File: src/rtl/wb_burst_master.sv
// Wishbone B3 burst master: incrementing bursts with cti tagging,
// write-data flow control and ack-timeout abort.
module wb_burst_master #(
  parameter int APP_AW  = 26,
  parameter int DW      = 32,
  parameter int LEN_W   = 4,
  parameter int TIMEOUT = 255
) (
  input  logic              wb_clk,
  input  logic              wb_rst,
  input  logic              cmd_valid,
  output logic              cmd_ready,
  input  logic              cmd_we,
  input  logic [APP_AW-1:0] cmd_addr,
  input  logic [LEN_W-1:0]  cmd_len,
  input  logic [DW/8-1:0]   cmd_sel,
  input  logic [DW-1:0]     wr_data,
  input  logic              wr_valid,
  output logic              wr_ready,
  output logic [DW-1:0]     rd_data,
  output logic              rd_valid,
  output logic              done,
  output logic              err_timeout,
  output logic              wb_cyc,
  output logic              wb_stb,
  output logic              wb_we,
  output logic [APP_AW-1:0] wb_addr,
  output logic [DW-1:0]     wb_dati,
  output logic [DW/8-1:0]   wb_sel,
  output logic [2:0]        wb_cti,
  input  logic [DW-1:0]     wb_dato,
  input  logic              wb_ack
);

  localparam int SW = DW / 8;
  localparam int TW = $clog2(TIMEOUT + 1);
  localparam logic [0:0] S_IDLE = 1'b0;
  localparam logic [0:0] S_BUS  = 1'b1;
  localparam logic [APP_AW-1:0] STEP = APP_AW'(SW);
  localparam logic [TW-1:0] TMO_LAST = TW'(TIMEOUT - 1);

  logic [0:0]        r_state;
  logic              r_we;
  logic              r_cyc;
  logic              r_stb;
  logic              r_burst;
  logic              r_done;
  logic              r_err;
  logic              r_rd_valid;
  logic [APP_AW-1:0] r_addr;
  logic [DW-1:0]     r_dati;
  logic [DW-1:0]     r_rd_data;
  logic [SW-1:0]     r_sel;
  logic [2:0]        r_cti;
  logic [LEN_W-1:0]  r_cnt;
  logic [LEN_W:0]    r_lcnt;
  logic [TW-1:0]     r_tmo;

  logic w_bus;
  logic w_start;
  logic w_ack;
  logic w_last;
  logic w_tmo;
  logic w_wr_rdy;
  logic w_wr;

  assign w_bus   = (r_state == S_BUS);
  assign w_start = ~w_bus & cmd_valid;
  assign w_ack   = w_bus & r_stb & wb_ack;
  assign w_last  = w_ack & (r_cnt == '0);
  assign w_tmo   = w_bus & r_stb & ~wb_ack
                 & (r_tmo == TMO_LAST);
  // r_lcnt stops the beat register loading past the burst end
  assign w_wr_rdy = w_bus & r_we & (r_lcnt != '0)
                  & (~r_stb | wb_ack);
  assign w_wr     = w_wr_rdy & wr_valid;

  assign cmd_ready   = ~w_bus;
  assign wr_ready    = w_wr_rdy;
  assign rd_data     = r_rd_data;
  assign rd_valid    = r_rd_valid;
  assign done        = r_done;
  assign err_timeout = r_err;
  assign wb_cyc      = r_cyc;
  assign wb_stb      = r_stb;
  assign wb_we       = r_we;
  assign wb_addr     = r_addr;
  assign wb_dati     = r_dati;
  assign wb_sel      = r_sel;
  assign wb_cti      = r_cti;

  always_ff @(posedge wb_clk) begin
    if (wb_rst) begin
      r_state    <= S_IDLE;
      r_we       <= 1'b0;
      r_cyc      <= 1'b0;
      r_stb      <= 1'b0;
      r_burst    <= 1'b0;
      r_done     <= 1'b0;
      r_err      <= 1'b0;
      r_rd_valid <= 1'b0;
      r_addr     <= '0;
      r_dati     <= '0;
      r_rd_data  <= '0;
      r_sel      <= '0;
      r_cti      <= 3'b000;
      r_cnt      <= '0;
      r_lcnt     <= '0;
      r_tmo      <= '0;
    end else begin
      r_done     <= w_last;
      r_err      <= w_tmo;
      r_rd_valid <= w_ack & ~r_we;
      if (w_ack & ~r_we)
        r_rd_data <= wb_dato;
      if (w_ack)
        r_addr <= r_addr + STEP;
      if (w_start) begin
        r_state <= S_BUS;
        r_cyc   <= 1'b1;
        r_we    <= cmd_we;
        r_addr  <= cmd_addr;
        r_sel   <= cmd_sel;
        r_cnt   <= cmd_len;
        r_burst <= (cmd_len != '0);
        r_cti   <= (cmd_len != '0) ? 3'b010 : 3'b000;
        r_stb   <= ~cmd_we;
        r_lcnt  <= cmd_we ? ({1'b0, cmd_len} + 1'b1) : '0;
        r_tmo   <= '0;
      end else if (w_bus) begin
        if (w_last | w_tmo) begin
          r_state <= S_IDLE;
          r_cyc   <= 1'b0;
          r_stb   <= 1'b0;
          r_we    <= 1'b0;
          r_cti   <= 3'b000;
          r_lcnt  <= '0;
          r_tmo   <= '0;
        end else begin
          if (w_ack) begin
            r_cnt <= r_cnt - 1'b1;
            if (r_burst && r_cnt == LEN_W'(1))
              r_cti <= 3'b111;
          end
          if (r_we)
            r_stb <= w_wr | (r_stb & ~wb_ack);
          if (w_wr) begin
            r_dati <= wr_data;
            r_lcnt <= r_lcnt - 1'b1;
          end
          if (~r_stb | wb_ack)
            r_tmo <= '0;
          else
            r_tmo <= r_tmo + 1'b1;
        end
      end
    end
  end

endmodule

File: config.mk
export PLATFORM = sky130hd
export DESIGN_NAME = wb_burst_master
export DESIGN_NICKNAME = d
export VERILOG_FILES = /design/src/rtl/wb_burst_master.sv
export SDC_FILE = /design/constraint.sdc
export NUM_CORES = 1
export LEC_CHECK = 0
export CAP_MARGIN = 20
export CORE_MARGIN = 2
export CORE_UTILIZATION = 45
export DETAILED_ROUTE_END_ITERATION = 12
export DONT_BUFFER_PORTS = 1
export SETUP_SLACK_MARGIN = 0.3
export SLEW_MARGIN = 10
export SYNTH_ARGS = -nofsm -noshare
export SYNTH_HDL_FRONTEND = slang
export SYNTH_SLANG_ARGS = --single-unit
File: constraint.sdc
create_clock -name wb_clk -period 4.37 [get_ports wb_clk]
set_input_delay 0 -clock wb_clk [delete_from_list [all_inputs] [get_ports wb_clk]]
set_output_delay 0 -clock wb_clk [all_outputs]
set_load 0.02 [all_outputs]
# Word level (Yosys, flattened, before mapping)
# Index checks and enable logic that the tools add are counted.
[word_totals]
register_bits = 122
inputBits = 104
output_inout_bits = 105
wordCells = 94
[op_classes]
n_addsub = 5
n_eq_ne = 3
muxes = 30
bitwise = 22
reduce_logical = 18
[op_table]
columns = ["operator", "n"]
rows = [
  ["$mux 26", 2],
  ["$add 26x3->26 const B", 1],
  ["$mux 5", 5],
  ["$mux 4", 4],
  ["$mux 8", 2],
  ["$mux 3", 5],
  ["$and 1x1->1", 12],
  ["$reduce_bool 3->1", 4],
  ["$mux 1", 11],
  ["$add 8x1->8 const B", 1],
  ["$eq 8x8->1 const B", 1],
  ["$not 1->1", 7],
  ["$reduce_and 2->1", 3],
  ["$reduce_and 3->1", 2],
  ["$reduce_bool 2->1", 3],
  ["$add 4x1->5 const B", 1],
  ["$reduce_bool 5->1", 1],
  ["$sub 5x1->5 const B", 1],
  ["$eq 4x1->1 const B", 1],
  ["$logic_not 4->1", 1],
  ["$reduce_and 4->1", 1],
  ["$reduce_bool 4->1", 1],
  ["$sub 4x1->4 const B", 1],
  ["$or 1x1->1", 3],
  ["other kinds (4)", 4],
]

# Depth between registers and ports, before layout
[depth]
depth_word = 9
mapped_depth = 9
ltp_nobuf = 7

# Least setup slack after synthesis
# No wires, ideal clock.
[synth_timing]
path_type = "reg2reg"
start = "reg r_stb (netlist: wb_stb)"
end = "reg r_lcnt[0]"
setup_time_ps = 135
arrival_time_ps = 1815
t_required_ps = 4235
slack_ps = 2420
stages_incl_launch_ff = 7
n_path_buf = 1
period_less_slack_ps = 1950
cell_sequence = "dfxtp_1 nand2b_1 buf_6 or4_4 a31o_4 a221oi_1 a211oi_1"
[synth_between]
elab_chain_cells = 7
word_cells_on_any_way = 15
classes_between = "3 x mux; 10 x bitwise; 2 x reduce/logical"
[synth_lines]
columns = ["item", "line_no", "rtl"]
rows = [
  ["from (decl)", "45", "logic r_stb;"],
  ["from (signal assigned)", "127", "r_stb <= ~cmd_we;"],
  ["from (signal assigned)", "146", "r_stb <= w_wr | (r_stb & ~wb_ack);"],
  ["$and 1x1->1", "69, 71", ""],
  ["$and 1x1->1 (on tied branches)", "69, 71", ""],
  ["$and 1x1->1 (on tied branches)", "70, 72", ""],
  ["$or 1x1->1", "131", "if (w_last | w_tmo) begin"],
  ["$mux 5", "131", ""],
  ["$mux 5", "130", "end else if (w_bus) begin"],
  ["$mux 5", "118", "if (w_start) begin"],
  ["to (signal assigned)", "128", "r_lcnt <= cmd_we ? ({1'b0, cmd_len} + 1'b1) : '0;"],
  ["to (signal assigned)", "149", "r_lcnt <= r_lcnt - 1'b1;"],
  ["to (decl)", "56", "logic [LEN_W:0] r_lcnt;"],
]
# Parallel ways exist; a longest one is shown, timed or not. The select of a mux whose other input is x is not followed.
# A chain may end at the register's enable or synchronous reset.

# Final worst setup path
[layout_timing]
start = "reg r_stb (netlist: wb_stb)"
end = "reg r_dati[1] (netlist: wb_dati[1])"
[layout_between]
elab_chain_cells = 6
word_cells_on_any_way = 12
classes_between = "11 x bitwise; 1 x reduce/logical"
[layout_lines]
columns = ["item", "line_no", "rtl"]
rows = [
  ["$and 1x1->1", "69, 71", ""],
  ["$and 1x1->1 (on tied branches)", "69, 71", ""],
  ["$and 1x1->1 (on tied branches)", "70, 72", ""],
  ["$or 1x1->1", "131", ""],
  ["$not 1->1 (no line)", "n/a", ""],
  ["$reduce_and 4->1 (no line) *", "n/a", ""],
  ["to (signal assigned)", "148", "r_dati <= wr_data;"],
  ["to (decl)", "51", "logic [DW-1:0] r_dati;"],
]
# Every way passes the cells marked *; elsewhere a longest branch is shown, timed or not.

==> results.toml <==
[status]
status = "completed"

[synthesis]
synth_cell_types = 52
async_flop_share_pct = 0
ys_top_cells_by_area = "dfxtp_1 (47%), nand2_1 (13%), a21oi_1 (7.4%), a211oi_1 (3.5%), nor2_1 (3.0%)"
synth-edff-count = 0
yosys.area.top_type = "dfxtp_1"
ys_ff_latch = 121
yosys_warnings = 0
syn_avg_cell_area_um2 = 8.10
synthesis.area_um2 = 5210
ys_seq_area_share_pct = 46.5
synth_top_cell_area_share_pct = 46.5
syn_inst = 643
ys.flop_type = "dfxtp_1"
syn_nets = 756

[sta]
fmax_ghz = 0.373
clock_skew_ns = 0.00962
drv_slew = 0
setup_viol = 0
period_minus_slack_ns = 2.68
fin_crit_sh_pct = 61.3
final-hold-violation-count = 0
rsz0062_at_grt = "false"
slew_headroom_pct = 48.8
fin_setup_tns_ns = 0
tightest_slew_ns = 0.763

[routing]
detail-route-antenna-nets = 0
wire_per_inst_um = 16.5
drt-total-wl_mm = 14.7
vias = 4924
via_per_inst = 5.55
drtIter0Drc = 436
drtPass1Iterations = 5
drc_errors = 0

[global_route]
use_met2_pct = 39.5
grt_pass1_vias = 4844
antenna_found_initial = 0
grtUsageMet1_pct = 26.5
top_usage_layer = "met2"
grt_max_degree = 112
grt_use_met3_pct = 8.00
grt.total_usage_pct = 23.4
grt_overflow = 0
grt_pass1_wl_mm = 23.5

[finish]
antenna_cells = 0
final_area_um2 = 6920
drive_gt1_share_pct = 6.85
nNetsFinal = 845
finalNonFillerCells = 888
post-route-util_pct = 60.8
nFillCells = 942
area_delta_synth_final_pct = 32.8

[worst_hold_path]
hold_path.class = "primary input to flip-flop"
holdCritStartpoint = "cmd_len[3]"
whs_endpoint = "r_lcnt[3]$_SDFFE_PP0P_"
min_path_cells = 3

[clock_tree]
cts_root_buf = "clkbuf_16"
clkTransAtPathRegs_ns = 0.06
post-cts-setup-buffers = 0
clock_sinks = 121
cts_buffers = 17
cts_tree = "yes"
h-tree-depth = 4
clkLatencyLatePin_ns = 0.42
clock_path_buffers = 2

[setup_path]
crit_buf_inv = 1
critPathKind = "flip-flop to flip-flop"
worstPathArrival_ns = 3.01
worstPathRequired_ns = 4.70
cp-start-kind = "flip-flop"
slowest_stage = "nor4_4"
r2r_slack_ns = 1.69
critPathTopFamily = "simple AND/OR/NAND/NOR gates"
cp_max_fo = 18
endpoint_kind = "flip-flop"
r2r_start = "wb_stb$_SDFFE_PP0P_"
crit_chain = "nand2b_1 > nor4_4 > or3_1 > buf_8 > nand2_1 > a21oi_1"
rr_worst_depth = 6
r2r_end = "wb_dati[1]$_SDFFE_PP0P_"
slowest_delay_ns = 0.62

[power]
cellPowerDensity_nw_per_um2 = 407
leakage_nw = 2.37
irDropWorstVdd_mv = 0.320

[placed_design]
postPlaceCellArea_um2 = 5240
dp.cells = 750
hpwl_mm = 9.09
place_congestion = 0.789
port_buffers = 0

[floorplanning]
die-area_um2 = 12500
core_area_um2 = 11400
rows = 39
start_util_pct = 45.8
chipWidth_um = 112
ios = 209
die_h_um = 112

[flow_run]
cap_violations = 0
flip-flops by register name, summed over array words and instances (netlist names), 2 cells and up:
register and cells:
r_cnt 4, r_lcnt 5, r_tmo 8, rd_data 32, wb_addr 26, wb_cti 2
wb_dati 32, wb_sel 4
kinds of logic (layout without fill, tap and decap cells):
group           count (synthesis)  count (layout)  share of synthesized area (%)
flops                         121             121                           46.5
compound gates                135             135                           16.2
simple gates                  298             298                           26.3
mux                             1               1                          0.192
fa+ha+maj                       9               9                           2.16
xor+xnor                       24              24                           4.04
buf+inv                        55             157                           4.59
Yosys cell counts, types with 9 or more instances:
cell        n
xor2_1      9
xnor2_1    15
inv_1      16
clkbuf_1   30
a211oi_1   24
or3_1      11
nand3_1    22
nor2_1     42
nand2_1   174
dfxtp_1   121
nor3_1     10
ha_1        9
a21oi_1    77
worst min-delay path: stages:
cell and delay (ns):
xor2_1 0.14, o32a_1 0.19, o32ai_2 0.07
cell type report:
cell class              instances  area, µm²  share of cell area (%)
clock inverters                15        141                    2.04
multi-input cells             467       2560                    37.1
well taps                     143        179                    2.59
repair buffers                109       1120                    16.2
flip-flops and latches        121       2420                    35.0
inverters                      16       60.1                   0.868
clock buffers                  17        425                    6.15
how the worst max path moves through the flow:
stage | startpoint | endpoint | slack (ns) | cells after the start
after floorplan | wb_stb$_SDFFE_PP0P_ | r_lcnt[0]$_SDFFE_PP0P_ | 2.42 | 6
after global placement | wb_stb$_SDFFE_PP0P_ | wb_dati[31]$_SDFFE_PP0P_ | 1.69 | 5
after detailed placement | wb_stb$_SDFFE_PP0P_ | wb_dati[19]$_SDFFE_PP0P_ | 1.55 | 5
after CTS | r_state$_SDFF_PP0_ | rd_data[5]$_SDFFE_PP0P_ | 1.49 | 5
after global routing | wb_stb$_SDFFE_PP0P_ | wb_dati[21]$_SDFFE_PP0P_ | 1.49 | 6
final | wb_stb$_SDFFE_PP0P_ | wb_dati[1]$_SDFFE_PP0P_ | 1.69 | 6
stage by stage:
step	total power, mW	setup slack, ns	hold WS [ns]
after detailed placement	1.41	1.55	0.0850
after CTS	2.84	1.49	0.00559
after floorplan	1.38	2.42	0.136
after global placement	1.40	1.69	0.0823
final	2.81	1.69	0.0302
after global routing	2.92	1.49	0.0378
layout by cell type, fill, tap and decap left out, types with 2 or more instances in the layout:
cell type,n
xor2_1,9
dlygate4sd3_1,103
nand2b_1,2
a21oi_1,77
dfxtp_1,121
a31oi_1,7
ha_1,9
or3_1,11
a221oi_1,4
nor3b_1,3
nor3_1,10
nor2_1,41
clkinv_2,2
nor4_1,5
and3_1,2
a211oi_1,24
nand3b_1,2
inv_1,16
buf_16,2
and4_1,6
clkbuf_16,17
or4_1,2
buf_4,3
inv_6,5
a311oi_1,4
nor2b_1,2
nand2_1,173
a2bb2oi_1,3
nand4_1,6
nand3_1,22
xnor2_1,15
o21ai_0,3
clkinvlp_4,5
what timing repair did:
item / CTS / global route
resized for setup: 0 / 0
hold endpoints to repair: 113 / 4
hold buffers: 103 / 1
power breakdown:
group	switching [mW]	internal [mW]	total, mW
clock network	0.541	0.791	1.33
logic	0.126	0.129	0.255
registers	0.0836	1.14	1.23
total	0.751	2.06	2.81
routing by layer:
metal	vias to the layer above	wire length (µm)
met3	34	1170
met4	0	401
met2	218	7100
met1	2275	6020
met5	-	0
li1	2397	-
Note: power is estimated with default switching activity, not from simulation.
